File: config.mk
export PLATFORM = sky130hd
export DESIGN_NAME = mul_seq
export DESIGN_NICKNAME = d
export VERILOG_FILES = /design/src/rtl/mul_pkg.sv /design/src/rtl/mul_result_cache.sv /design/src/rtl/mul_seq.sv
export SDC_FILE = /design/constraint.sdc
export NUM_CORES = 1
export LEC_CHECK = 0
export ABC_CLOCK_PERIOD_IN_PS = 26100
export CORE_UTILIZATION = 56
export CTS_BUF_LIST = sky130_fd_sc_hd__clkbuf_16
export DETAILED_ROUTE_END_ITERATION = 16
export PLACE_DENSITY_LB_ADDON = 0.1
export SYNTH_ARGS = -nofsm -noshare
export SYNTH_HDL_FRONTEND = slang
export SYNTH_SLANG_ARGS = --single-unit
export TNS_END_PERCENT = 5
File: constraint.sdc
create_clock -name clock -period 26.1 [get_ports clock]
set_clock_uncertainty 0.05 [all_clocks]
set_input_delay 7.83 -clock clock [delete_from_list [all_inputs] [get_ports clock]]
set_output_delay 7.83 -clock clock [all_outputs]
set_load 0.03 [all_outputs]
File: src/rtl/mul_pkg.sv
// Shared types and helpers for the RV32M multiply sequencer: op encoding, FSM states,
// operand-sign mapping and result-word selection.
package mul_pkg;

  typedef enum logic [1:0] {
    OpMul    = 2'b00,
    OpMulh   = 2'b01,
    OpMulhsu = 2'b10,
    OpMulhu  = 2'b11
  } mul_op_e;

  typedef enum logic [1:0] {
    StIdle,
    StReq,
    StBusy,
    StDone
  } mul_seq_state_e;

  // Bit 1: rs1 treated as signed, bit 0: rs2 treated as signed.
  function automatic logic [1:0] op_to_sign(mul_op_e op);
    logic [1:0] sign;
    unique case (op)
      OpMul:    sign = 2'b11;
      OpMulh:   sign = 2'b11;
      OpMulhsu: sign = 2'b10;
      OpMulhu:  sign = 2'b00;
      default:  sign = 2'b00;
    endcase
    return sign;
  endfunction

  function automatic logic [31:0] select_word(mul_op_e op, logic [63:0] prod);
    return (op == OpMul) ? prod[31:0] : prod[63:32];
  endfunction

endpackage

File: src/rtl/mul_result_cache.sv
// One-entry product cache keyed on operands and sign mode; the low word matches regardless
// of sign, so a MUL lookup ignores the stored sign.
module mul_result_cache
  import mul_pkg::*;
#(
  parameter bit CACHE_EN = 1'b1
) (
  input  logic        clk_i,
  input  logic        rst_i,
  input  logic        wr_en_i,
  input  logic [31:0] wr_a_i,
  input  logic [31:0] wr_b_i,
  input  logic [1:0]  wr_sign_i,
  input  logic [63:0] wr_prod_i,
  input  logic [31:0] lk_a_i,
  input  logic [31:0] lk_b_i,
  input  logic [1:0]  lk_sign_i,
  input  logic        lk_is_mul_i,
  output logic        hit_o,
  output logic [63:0] prod_o
);

  logic        valid_q;
  logic [31:0] a_q;
  logic [31:0] b_q;
  logic [1:0]  sign_q;
  logic [63:0] prod_q;
  logic        match;

  always_ff @(posedge clk_i or posedge rst_i) begin
    if (rst_i) begin
      valid_q <= 1'b0;
      a_q     <= '0;
      b_q     <= '0;
      sign_q  <= '0;
      prod_q  <= '0;
    end else if (wr_en_i) begin
      valid_q <= 1'b1;
      a_q     <= wr_a_i;
      b_q     <= wr_b_i;
      sign_q  <= wr_sign_i;
      prod_q  <= wr_prod_i;
    end
  end

  always_comb begin
    match = valid_q && (lk_a_i == a_q) && (lk_b_i == b_q) &&
            (lk_is_mul_i || (lk_sign_i == sign_q));
    hit_o = CACHE_EN && match;
  end

  assign prod_o = prod_q;

endmodule

File: src/rtl/mul_seq.sv
// Sequencer between execute-stage issue and the iterative multiplier: decodes the op, runs the
// request/product handshakes, serves repeated operand pairs from a one-entry result cache.
module mul_seq
  import mul_pkg::*;
#(
  parameter int unsigned TAG_W    = 5,
  parameter bit          CACHE_EN = 1'b1
) (
  input  logic             clock,
  input  logic             reset,
  input  logic             flush,
  input  logic             in_valid,
  output logic             in_ready,
  input  logic [1:0]       in_op,
  input  logic [31:0]      in_a,
  input  logic [31:0]      in_b,
  input  logic [TAG_W-1:0] in_tag,
  output logic             out_valid,
  input  logic             out_ready,
  output logic [31:0]      out_data,
  output logic [TAG_W-1:0] out_tag,
  output logic             m_flush,
  output logic             m_in_valid,
  input  logic             m_in_ready,
  output logic [1:0]       m_sign,
  output logic [31:0]      m_a,
  output logic [31:0]      m_b,
  input  logic             m_out_valid,
  output logic             m_out_ready,
  input  logic [63:0]      m_prod
);

  mul_seq_state_e   state_q;
  logic [31:0]      a_q;
  logic [31:0]      b_q;
  mul_op_e          op_q;
  logic [1:0]       sign_q;
  logic [TAG_W-1:0] tag_q;
  logic [63:0]      res_q;
  logic             out_valid_q;
  logic             m_in_valid_q;
  logic             m_out_ready_q;

  mul_op_e          in_op_e;
  logic [1:0]       in_sign;
  logic             accept;
  logic             hit;
  logic             cache_wr;
  logic [63:0]      cache_prod;

  assign in_op_e  = mul_op_e'(in_op);
  assign in_sign  = op_to_sign(in_op_e);
  assign in_ready = !flush && ((state_q == StIdle) || ((state_q == StDone) && out_ready));
  assign accept   = in_valid && in_ready;
  // A product landing in a flush cycle belongs to a killed op and must not be cached.
  assign cache_wr = m_out_ready_q && m_out_valid && !flush;

  mul_result_cache #(
    .CACHE_EN (CACHE_EN)
  ) u_cache (
    .clk_i       (clock),
    .rst_i       (reset),
    .wr_en_i     (cache_wr),
    .wr_a_i      (a_q),
    .wr_b_i      (b_q),
    .wr_sign_i   (sign_q),
    .wr_prod_i   (m_prod),
    .lk_a_i      (in_a),
    .lk_b_i      (in_b),
    .lk_sign_i   (in_sign),
    .lk_is_mul_i (in_op_e == OpMul),
    .hit_o       (hit),
    .prod_o      (cache_prod)
  );

  always_ff @(posedge clock or posedge reset) begin
    if (reset) begin
      state_q       <= StIdle;
      a_q           <= '0;
      b_q           <= '0;
      op_q          <= OpMul;
      sign_q        <= '0;
      tag_q         <= '0;
      res_q         <= '0;
      out_valid_q   <= 1'b0;
      m_in_valid_q  <= 1'b0;
      m_out_ready_q <= 1'b0;
    end else if (flush) begin
      state_q       <= StIdle;
      out_valid_q   <= 1'b0;
      m_in_valid_q  <= 1'b0;
      m_out_ready_q <= 1'b0;
    end else begin
      unique case (state_q)
        StIdle, StDone: begin
          if ((state_q == StDone) && out_ready) begin
            out_valid_q <= 1'b0;
            state_q     <= StIdle;
          end
          if (accept) begin
            a_q    <= in_a;
            b_q    <= in_b;
            op_q   <= in_op_e;
            sign_q <= in_sign;
            tag_q  <= in_tag;
            if (hit) begin
              res_q       <= cache_prod;
              out_valid_q <= 1'b1;
              state_q     <= StDone;
            end else begin
              m_in_valid_q <= 1'b1;
              state_q      <= StReq;
            end
          end
        end
        StReq: begin
          if (m_in_ready) begin
            m_in_valid_q  <= 1'b0;
            m_out_ready_q <= 1'b1;
            state_q       <= StBusy;
          end
        end
        StBusy: begin
          if (m_out_valid) begin
            res_q         <= m_prod;
            m_out_ready_q <= 1'b0;
            out_valid_q   <= 1'b1;
            state_q       <= StDone;
          end
        end
        default: state_q <= StIdle;
      endcase
    end
  end

  assign out_valid   = out_valid_q;
  assign out_data    = select_word(op_q, res_q);
  assign out_tag     = tag_q;
  assign m_flush     = flush;
  assign m_in_valid  = m_in_valid_q;
  assign m_out_ready = m_out_ready_q;
  assign m_a         = a_q;
  assign m_b         = b_q;
  assign m_sign      = sign_q;

  // A pending request and a pending result must both hold steady until taken.
  a_req_stable: assert property (@(posedge clock) disable iff (reset || flush)
    (m_in_valid && !m_in_ready) |=> (m_in_valid && $stable(m_a) && $stable(m_b) &&
                                     $stable(m_sign)));

  a_out_stable: assert property (@(posedge clock) disable iff (reset || flush)
    (out_valid && !out_ready) |=> (out_valid && $stable(out_data) && $stable(out_tag)));

endmodule

Yosys cells after proc, flatten, opt, wreduce, memory -nomap -nowiden
Cells that the tools add are included.
{ "word_totals": {"elab_cells": 87, "regBits": 273, "output_inout_bits": 108} }
{ "classes": {"eq_ne": 17, "n_reduce_logical": 26, "n_mux": 28, "bitwise_logic": 1} }
{ "op_table": {"columns": ["cell", "n"], "rows": [
  ["64-bit 2-to-1 mux", 3],
  ["64-bit case mux with 2 select lines", 1],
  ["32-bit == test", 2],
  ["32-bit 2-to-1 mux", 1],
  ["1-bit 2-to-1 mux", 12],
  ["2-bit 2-to-1 mux", 6],
  ["3-bit inequality test, second input constant", 4],
  ["2-bit case mux with 3 select lines", 2],
  ["3-bit AND reduction", 3],
  ["3-bit nonzero test", 3],
  ["2-bit == test, second input constant", 4],
  ["1-bit logical AND", 8],
  ["2-bit logical NOT", 3],
  ["2-bit inequality test, second input constant", 3],
  ["1-bit case mux with 2 select lines", 3],
  ["5-bit AND reduction", 1],
  ["2-bit by 1-bit == test with 1-bit output, second input constant", 2],
  ["4-bit inequality test, second input constant", 1],
  ["4-bit AND reduction", 1],
  ["2-bit OR reduction", 2],
  ["2-bit == test", 1],
  ["1-bit logical OR", 2],
  ["2-bit AND reduction", 1],
  ["2-bit nonzero test", 1],
  ["other kinds (2)", 2]
]} }

Depth between registers and ports, before layout
Gate-level depths: netlist (run 1).
{ "logic_depth": {"ltp_word": 10, "depth_mapped": 10, "depth_no_buf": 8} }

Cells and area by module
A second synthesis (run 1) with hierarchy kept.
{ "unflattened": {"hier_cells": 851, "area_unflattened_um2": 12527.0} }
{ "modules_own_cells": {"columns": ["mod", "seq_area_each_um2", "cells_each", "area_each_um2", "instances"], "rows": [
  ["mul_seq", 3553.4, 456, 6920.4, 1],
  ["mul_result_cache", 3278.1, 395, 5606.6, 1]
]} }

Worst setup path before layout (run 1)
OpenSTA, ideal clock, no wires.
{ "synth_timing": {"path_type": "input to output", "start": "input flush", "end": "output in_ready", "path_slack_ns": 9.772, "cell_stages": 2, "t_arrival_ns": 8.448, "t_required_ns": 18.220, "cell_sequence": "clkbuf_1 -> nor2_1"} }
{ "synth_via": {"elab_chain_len": 2} }
{ "synth_rtl": {"columns": ["item", "line_no", "rtl"], "rows": [
  ["start, declared", "mul_seq.sv:11", "input logic flush,"],
  ["1-bit logical NOT", "mul_seq.sv:53", "assign in_ready = !flush && ((state_q == StIdle) || ((state_q == StDone) && out_ready));"],
  ["1-bit logical AND", "mul_seq.sv:53", null],
  ["end, declared", "mul_seq.sv:13", "output logic in_ready,"]
]} }
No other way between the ends.

Worst setup path after layout (run 1)
Ends and elaborated chain as after synthesis.

==> flow_metrics.tcl, run 1 <==
set metrics [dict create \
    outcome "complete, no violations" \
    antenna_cells 0 \
    synth_area_per_cell_um2 14.8 \
    yosysSeqAreaShare_pct 54.8 \
    cts_max_path_buffers 3 \
    ys_ff_latch 273 \
    gr-total-overflow 0 \
    synthDistinctLibCells 42 \
    grt_first_pass_wirelength_mm 41.6 \
    p_leak_nw 7.22 \
    core-area_um2 21800 \
    track_usage_pct 23.2 \
    final_common_cell "mux2_2" \
    vdd_drop_max_v 0.0000826 \
    io_pins 250 \
    critPathCapture "in_ready" \
    rsz0062_at_grt "no" \
    cts_sinks 273 \
    syn_to_final_growth_pct 28.8 \
    rrSetupSlack_ns 22.67 \
    viasPerCell 5.46 \
    synth-compound-area-share_pct 2.15 \
    yosys.area_share.simple_pct 2.90 \
    power_density_nw_per_um2 132 \
    initial_core_util_pct 57.1 \
    wl_per_cell_um 18.8 \
    drc 0 \
    clk_pin_slew_worst_paths_ns 0.06 \
    max_freq_ghz 0.0576 \
    startpoint_type "input pin" \
    fin_area_um2 16100 \
    placed_area_um2 15200 \
    rows 54 \
    dieHeight_um 151 \
    final_hold_viol_count 0 \
    place_ws_ns 8.74 \
    cts_setup_buffers 0 \
    timing.rr.end "res_q[54]" \
    finalSetupTns_ns 0 \
    hold_start "u_cache.valid_q" \
    dp_hpwl_mm 17.3 \
    crit_start "flush" \
    synth-xor-area-share_pct 2.95 \
    synth_top_family_by_area "multiplexers" \
    slowest_delay_ns 0.77 \
    wirelength_mm 26.2 \
    tightest_slew_ns 1.15 \
    clk-insertion-delay-late_ns 0.54 \
    synth_mux_area_share_pct 34.4 \
    slew-limit-headroom_pct 23.1 \
    fin_crit_ns 17.35 \
    gp_congestion 0.790 \
    root_buffer "clkbuf_16" \
    syn-cell-area_um2 12500 \
    cts_tree "built" \
    antenna_found_initial 1 \
    crit_type "in -> out" \
    yosys_warnings 0 \
    synth_flop_cell "dfrtp_1" \
    rr_worst_depth 9 \
    holdBufCountCts 0 \
    fp.dieW_um 151 \
    fin_ws_ns 8.75 \
    final_cell_mix "300 x mux2_2, 273 x dfrtp_1, 249 x clkdlybuf4s50_1" \
    vias 7592 \
    slowest_stage "clkdlybuf4s50_1" \
    setup_viol 0 \
    grt_max_degree 126 \
    drtIter0Drc 245 \
    finalNetCount 1237 \
    worst_ep_arrival_time_ns 9.47 \
    layout-drive-gt1-share_pct 37.5 \
    path_max_fanout 10 \
    maxSlewViolCount 0 \
    holdPathStages 1 \
    ant_nets 0 \
    cpMostUsedCell "clkdlybuf4s50_1" \
    grt_pass1_vias 8022 \
    synth_nets 991 \
    synth_fa_ha_area_share_pct 0.401 \
    rr_startpoint "u_cache.b_q[23]" \
    worstPathCellList "clkdlybuf4s50_1 -> nor2_1 -> clkdlybuf4s50_1" \
    synth_edf_count 0 \
    die_area_um2 22900 \
    syn_inst 845 \
    holdCritPathClass "reg -> reg" \
    synth.largest_area_cell "dfrtp_1" \
    cp-end-kind "output port" \
    synthTopCellsByArea "dfrtp_1 55%, mux2_2 27%, mux2_4 7.2%, xnor2_1 1.7%, xor2_1 1.3%" \
    cp.required_ns 18.22 \
    ctsHtreeMaxLevel 1 \
    synth-async-reset-ratio_pct 100 \
    finalCritPeriodShare_pct 66.5 \
    maxCapViolCount 0 \
    cts_buffers 29 \
    postCtsResizedCells 0 \
    synth_top_area_share_pct 54.8 \
    firstDrtPassIters 4 \
    fill_cells 1493 \
    port-buffer-count 249 \
]
-- worst min-delay path by stage --
stage,end
after global routing,u_cache.valid_q
after CTS,u_cache.valid_q
final,u_cache.valid_q
after floorplan,u_cache.valid_q
after global placement,u_cache.valid_q
after detailed placement,u_cache.valid_q
-- synthesized netlist by cell type, drive strengths merged (2+ instances only) --
cell type,instances
mux2,360
o21ai,3
nor2b,10
o22ai,8
nand2b,7
nor3,4
nor2,13
nand3b,2
nand3,2
inv,25
dfrtp,273
xor2,18
buf,13
nand2,6
a2111o,2
nand4,8
o2111ai,2
xnor2,24
ha,4
a22o,2
a21oi,5
a211oi,2
a22oi,3
a2111oi,2
clkbuf,29
nor4,8
-- where the power goes --
part	leakage [nW]	internal, W	switching (W)	total (W)
Clock	0.445	0.000220	0.000163	0.000383
Sequential	3.41	0.000624	0.000121	0.000745
Combinational	3.36	0.000535	0.000453	0.000988
Total	7.22	0.00138	0.000737	0.00212
-- worst max-delay path, delay by kind of cell --
family        cells  cell delay, ns
simple gates      1            0.28
buf+inv           2            1.35
-- flip-flops by register name (all words and copies together) (netlist names) --
name	count
res_q	64
u_cache.prod_o	64
m_a	32
m_b	32
u_cache.a_q	32
u_cache.b_q	32
out_tag	5
m_sign	2
op_q	2
state_q	2
u_cache.sign_q	2
m_in_valid	1
m_out_ready	1
out_valid	1
u_cache.valid_q	1
-- routing by layer --
metal | share of wire [%] | GRT usage, % | vias up
li1 | - | - | 3515
met1 | 45 | 31.0 | 3863
met2 | 47 | 37.3 | 185
met3 | 6.8 | 6.57 | 29
met4 | 1.8 | 5.65 | 0
met5 | 0 | 0 | -
-- through the flow --
| step | utilization [%] | power [W] | hold slack [ns] | std cells |
|---|---|---|---|---|
| after floorplan | - | 0.00143 | 0.384 | 845 |
| after CTS | 73.6 | 0.00214 | 0.421 | 1390 |
| after global placement | 69.6 | 0.00172 | 0.400 | 1340 |
| after global routing | 73.6 | 0.00223 | 0.448 | 1390 |
| final | 73.6 | 0.00212 | 0.418 | 1390 |
| after detailed placement | 69.6 | 0.00174 | 0.406 | 1340 |
-- cells by family (layout without fill, tap and decap cells) --
family | count (synthesis) | count (layout)
muxes | 361 | 361
AOI/OAI and AO/OA | 35 | 35
DFF | 273 | 273
xor gates and xnor gates | 42 | 42
adders and majority gates | 4 | 4
and+or+nand+nor | 63 | 63
buffers and inverters | 67 | 332
-- area by class of cell --
type                       count  area, um2  area share (%)
clock buffer                  29        726            4.52
tap                          280        350            2.18
clock inverter                21        149           0.927
sequential                   273       6830            42.5
timing repair buffer         257       2550            15.9
inverter                      25        101           0.631
multi-input combinational    505       5350            33.3
Power figures use the tool's default switching activity.
==> inputs of run 2 (changes only) <==
--- a/config.mk
+++ b/config.mk
@@ -5,8 +5,8 @@
 export SDC_FILE = /design/constraint.sdc
 export NUM_CORES = 1
 export LEC_CHECK = 0
-export ABC_CLOCK_PERIOD_IN_PS = 26100
-export CORE_UTILIZATION = 56
+export ABC_CLOCK_PERIOD_IN_PS = 18150
+export CORE_UTILIZATION = 52
 export CTS_BUF_LIST = sky130_fd_sc_hd__clkbuf_16
 export DETAILED_ROUTE_END_ITERATION = 16
 export PLACE_DENSITY_LB_ADDON = 0.1
==> constraint.sdc (replaced) <==
create_clock -name clock -period 18.15 [get_ports clock]
set_clock_uncertainty 0.05 [all_clocks]
set_input_delay 5.445 -clock clock [delete_from_list [all_inputs] [get_ports clock]]
set_output_delay 5.445 -clock clock [all_outputs]
set_load 0.03 [all_outputs]
==> run 2 against run 1 <==
Effect of this change: clock power rose by 48%; combinational power rose by 44%; first-iteration DRC count rose by 32%; sequential power rose by 44%; count of clock-buffer cells in the layout rose by 2; flip-flop and latch count did not move; setup slack got worse by 3.0 ns; cell area rose by 0.65%; routed wire length rose by 0.35%; critical path type unchanged; critical endpoint unchanged; largest power group unchanged.
==> flow_metrics.tcl, run 2 (synthesis results as in run 1) <==
set metrics [dict create \
    die_area_um2 24600 \
    dp_hpwl_mm 17.3 \
    fin_cells 1434 \
    cts_setup_buffers 0 \
    final_common_cell "mux2_2" \
    dieHeight_um 157 \
    startpoint_type "input pin" \
    path_max_fanout 10 \
    syn_to_final_growth_pct 29.7 \
    initial_core_util_pct 53.1 \
    postCtsResizedCells 0 \
    wl_met2_mm 12.2 \
    grt_max_degree 93 \
    gp_congestion 0.796 \
    clk-insertion-delay-late_ns 0.54 \
    viasPerCell 5.26 \
    root_buffer "clkbuf_16" \
    finalCritPeriodShare_pct 68.4 \
    holdBufCountCts 0 \
    path_buf_inv 2 \
    slowest_stage "clkdlybuf4s50_1" \
    vdd_drop_max_v 0.000126 \
    final_cell_mix "300 x mux2_2, 273 x dfrtp_1, 249 x clkdlybuf4s50_1" \
    cts_max_path_buffers 3 \
    p_leak_nw 7.26 \
    dp_cells 1380 \
    power_density_nw_per_um2 189 \
    final_hold_viol_count 0 \
    whs_ns 0.432 \
    firstDrtPassIters 4 \
    maxSlewViolCount 0 \
    antenna_cells 0 \
    cp.required_ns 12.65 \
    finalSetupTns_ns 0 \
    antenna_found_initial 1 \
    outcome "complete, no violations" \
    io_pins 250 \
    holdCritPathClass "reg -> reg" \
    fin_crit_ns 12.42 \
    grt_first_pass_wirelength_mm 42.1 \
    tightest_slew_ns 1.12 \
    wl_per_cell_um 18.3 \
    gr-total-overflow 0 \
    slowest_delay_ns 0.69 \
    ant_nets 0 \
    cpMostUsedCell "clkdlybuf4s50_1" \
    drtIter0Drc 324 \
    maxUsedRoutingLayer "met5" \
    pwr-share-comb_pct 46.6 \
    pwr-share-seq_pct 34.9 \
    core-area_um2 23500 \
    vias 7545 \
    finalNetCount 1239 \
    maxCapViolCount 0 \
    cp-end-kind "output port" \
    slew-limit-headroom_pct 25.4 \
    drc 0 \
    crit_type "in -> out" \
    cts_tree "built" \
    worstPathCellList "clkdlybuf4s50_1 -> nor2_1 -> clkdlybuf4s50_1" \
    port-buffer-count 249 \
    rsz0062_at_grt "no" \
    track_usage_pct 21.8 \
    clk_pin_slew_worst_paths_ns 0.06 \
    p_sw_share_pct 34.6 \
    cts_sinks 273 \
    power.total_w 0.00306 \
    cts_buffers 30 \
    path_delay_family "buffers and inverters" \
    rows 56 \
    fp.dieW_um 157 \
    p_switching_w 0.00106 \
    final_core_util_pct 68.9 \
    power.internal_w 0.00200 \
    setup_viol 0 \
    ctsHtreeMaxLevel 1 \
    drt-met1-wl_mm 11.9 \
    max_freq_ghz 0.0805 \
    grt_pass1_vias 8002 \
    layout-drive-gt1-share_pct 37.4 \
    wl_met3_mm 1.79 \
    worst_ep_arrival_time_ns 6.92 \
    pwr-share-clk_pct 18.6 \
    wirelength_mm 26.3 \
]
## run 2: changes by cell type in the layout (fill, tap and decap cells not counted)
cell / delta
inv_1: +3
clkbuf_16: +2
buf_4: +1
clkinv_1: +1
clkinvlp_4: -1
inv_6: -1
## run 2: worst paths after layout
path	start	end	slack (ns)	cells after the start
setup / recovery	flush	in_ready	5.73	3
hold / removal	u_cache.valid_q	u_cache.valid_q	0.43	1
setup reg to reg	u_cache.b_q[20]	res_q[25]	14.47	8
hold reg to reg	u_cache.valid_q	u_cache.valid_q	0.43	1
max in group asynchronous	reset	res_q[7]	11.38	3
min in group asynchronous	reset	m_b[20]	5.35	2
## run 2: routing by layer
| layer | up-vias | GRT usage (%) |
|---|---|---|
| li1 | 3524 | - |
| met1 | 3812 | 29.7 |
| met2 | 173 | 34.8 |
| met3 | 34 | 5.90 |
| met4 | 2 | 4.58 |
| met5 | - | 0 |
## run 2: power by group through the flow
stage	sequential, W	combinational, W	clock [W]
floorplan	0.00120	0.000850	0
global placement	0.00106	0.00142	0
detailed placement	0.00108	0.00143	0
CTS	0.00107	0.00144	0.000584
global route	0.00111	0.00151	0.000611
finish	0.00107	0.00142	0.000568
## run 2: through the flow
step | instance area (um2) | worst slack, ns
after floorplan | 12500 | 5.13
after global placement | 15200 | 5.75
after detailed placement | 15200 | 5.74
after CTS | 16200 | 5.73
after global routing | 16200 | 5.70
final | 16200 | 5.73
## run 2: area by class of cell
type                    count  area, um2
repair buffers            258       2560
multi-input cells         505       5350
inverters                  25        101
well taps                 319        399
flip-flops and latches    273       6830
clock buffers              31        776
fillers                  1685       7300
clock inverters            23        148
==> inputs of run 3 (changes only) <==
--- a/config.mk
+++ b/config.mk
@@ -5,7 +5,7 @@
 export SDC_FILE = /design/constraint.sdc
 export NUM_CORES = 1
 export LEC_CHECK = 0
-export ABC_CLOCK_PERIOD_IN_PS = 18150
+export ABC_CLOCK_PERIOD_IN_PS = 12220
 export CORE_UTILIZATION = 52
 export CTS_BUF_LIST = sky130_fd_sc_hd__clkbuf_16
 export DETAILED_ROUTE_END_ITERATION = 16
==> constraint.sdc (replaced) <==
create_clock -name clock -period 12.22 [get_ports clock]
set_clock_uncertainty 0.05 [all_clocks]
set_input_delay 3.666 -clock clock [delete_from_list [all_inputs] [get_ports clock]]
set_output_delay 3.666 -clock clock [all_outputs]
set_load 0.03 [all_outputs]
==> run 3 against run 2 <==
Effect of this change: routed wire length fell by 0.14%; die area did not move; setup slack lost 2.4 ns; clock power up 39%; cell count shrank 0.49%; critical path depth is the same; sequential power rose by 49%; count of clock-buffer cells in the layout stayed put; first-iteration DRC count decreased by 8.3%; critical path type unchanged; largest power group unchanged.
==> flow_metrics.tcl, run 3 (synthesis results as in run 1) <==
set metrics [dict create \
    outcome "complete, no violations" \
    ctsHtreeMaxLevel 1 \
    clk-insertion-delay-late_ns 0.54 \
    drtIter0Drc 297 \
    power.internal_w 0.00293 \
    fin_ws_ns 3.36 \
    grt_first_pass_wirelength_mm 42.3 \
    syn_to_final_growth_pct 29.1 \
    core-area_um2 23500 \
    slowest_delay_ns 0.69 \
    final_hold_viol_count 0 \
    grt_max_degree 173 \
    die_area_um2 24600 \
    fill_cells 1735 \
    antenna_cells 0 \
    wirelength_mm 26.2 \
    gr-total-overflow 0 \
    maxCapViolCount 0 \
    cts_max_path_buffers 3 \
    cpMostUsedCell "clkdlybuf4s50_1" \
    power.total_w 0.00449 \
    slowest_stage "clkdlybuf4s50_1" \
    dp_hpwl_mm 16.9 \
    holdPathStages 1 \
    clk_pin_slew_worst_paths_ns 0.05 \
    startpoint_type "input pin" \
    place_ws_ns 3.37 \
    pwr-share-clk_pct 17.6 \
    max_freq_ghz 0.113 \
    power_density_nw_per_um2 279 \
    p_sw_share_pct 34.9 \
    finalNetCount 1235 \
    pwr-share-comb_pct 47.1 \
    p_leak_nw 7.21 \
    maxSlewViolCount 0 \
    setup_viol 0 \
    cts_sinks 273 \
    pwr-share-seq_pct 35.3 \
    viasPerCell 5.30 \
    wl_per_cell_um 18.4 \
    final_common_cell "mux2_2" \
    vias 7558 \
    rows 56 \
    ant_nets 0 \
    dp_cells 1376 \
    fin_cells 1427 \
    antenna_found_initial 1 \
    drc 0 \
    holdCritPathClass "reg -> reg" \
    postCtsResizedCells 0 \
    worstPathCellList "clkdlybuf4s50_1 -> nor2_1 -> clkdlybuf4s50_1" \
    grt_pass1_vias 7997 \
    port-buffer-count 249 \
    path_delay_family "buffers and inverters" \
    track_usage_pct 21.8 \
    cts_buffers 30 \
    cp-end-kind "output port" \
    firstDrtPassIters 4 \
    worst_ep_arrival_time_ns 5.14 \
    crit_type "in -> out" \
    cp.depth 3 \
    root_buffer "clkbuf_16" \
    tightest_slew_ns 1.14 \
    cp.required_ns 8.50 \
    holdBufCountCts 0 \
    path_max_fanout 10 \
    final_cell_mix "300 x mux2_2, 273 x dfrtp_1, 249 x clkdlybuf4s50_1" \
    gp_congestion 0.785 \
    cts_tree "built" \
    path_buf_inv 2 \
    finalCritPeriodShare_pct 72.5 \
    dieHeight_um 157 \
    vdd_drop_max_v 0.000174 \
    io_pins 250 \
    rsz0062_at_grt "no" \
    fp.dieW_um 157 \
    p_switching_w 0.00157 \
    finalSetupTns_ns 0 \
    rr_worst_depth 8 \
    slew-limit-headroom_pct 23.9 \
    layout-drive-gt1-share_pct 36.6 \
    cts_setup_buffers 0 \
    fin_crit_ns 8.86 \
    initial_core_util_pct 53.1 \
]
==> run 3: layer usage <==
| layer | routed length (um) | up-vias | part of all wire (%) | global-route usage [%] |
|---|---|---|---|---|
| li1 | - | 3518 | - | - |
| met1 | 11600 | 3812 | 44 | 29.2 |
| met2 | 12400 | 191 | 47 | 35.2 |
| met3 | 1750 | 35 | 6.7 | 5.82 |
| met4 | 480 | 2 | 1.8 | 5.23 |
| met5 | 11 | - | 0.042 | 0 |
==> run 3: power by group through the flow <==
| stage | Combinational (W) | Clock [W] | Sequential, W |
|---|---|---|---|
| 2_1_floorplan | 0.00126 | 0 | 0.00178 |
| 3_3_place_gp | 0.00210 | 0 | 0.00158 |
| 3_5_place_dp | 0.00213 | 0 | 0.00160 |
| 4_1_cts | 0.00214 | 0.000815 | 0.00159 |
| 5_1_grt | 0.00225 | 0.000850 | 0.00165 |
| 6_report | 0.00211 | 0.000792 | 0.00159 |
==> run 3: area by class of cell <==
type | instances | area, um2 | share of cell area [%]
inverter | 25 | 101 | 0.630
sequential | 273 | 6830 | 42.4
clock buffer | 31 | 776 | 4.82
multi-input combinational | 505 | 5350 | 33.3
tap | 319 | 399 | 2.48
clock inverter | 20 | 80.1 | 0.497
timing repair buffer | 254 | 2550 | 15.9
==> run 3: metrics by stage <==
step	hold slack [ns]	instance area [um2]	utilization [%]
floorplan	0.384	12500	-
global placement	0.401	15200	64.9
detailed placement	0.410	15200	64.9
CTS	0.424	16100	68.6
global route	0.458	16100	68.6
finish	0.421	16100	68.6
==> run 3: final timing paths <==
check                                start         endpoint  slack (ns)
max                                  flush         in_ready        3.36
min in group asynchronous            reset          m_b[20]        3.59
min                        u_cache.valid_q  u_cache.valid_q        0.42
max in group asynchronous            reset         res_q[9]        7.15
max reg2reg                 u_cache.a_q[7]        res_q[23]        8.57
min reg2reg                u_cache.valid_q  u_cache.valid_q        0.42
==> run 3: worst register-to-register path, stage by stage (launching register included) <==
cell and delay, ns:
dfrtp_1 0.39, xnor2_1 0.20, nand4_1 0.13, nor4_1 0.73, nand4_1 0.33, nor4_4 0.44, o21ai_4 0.33, buf_4 0.49
mux2_4 0.44
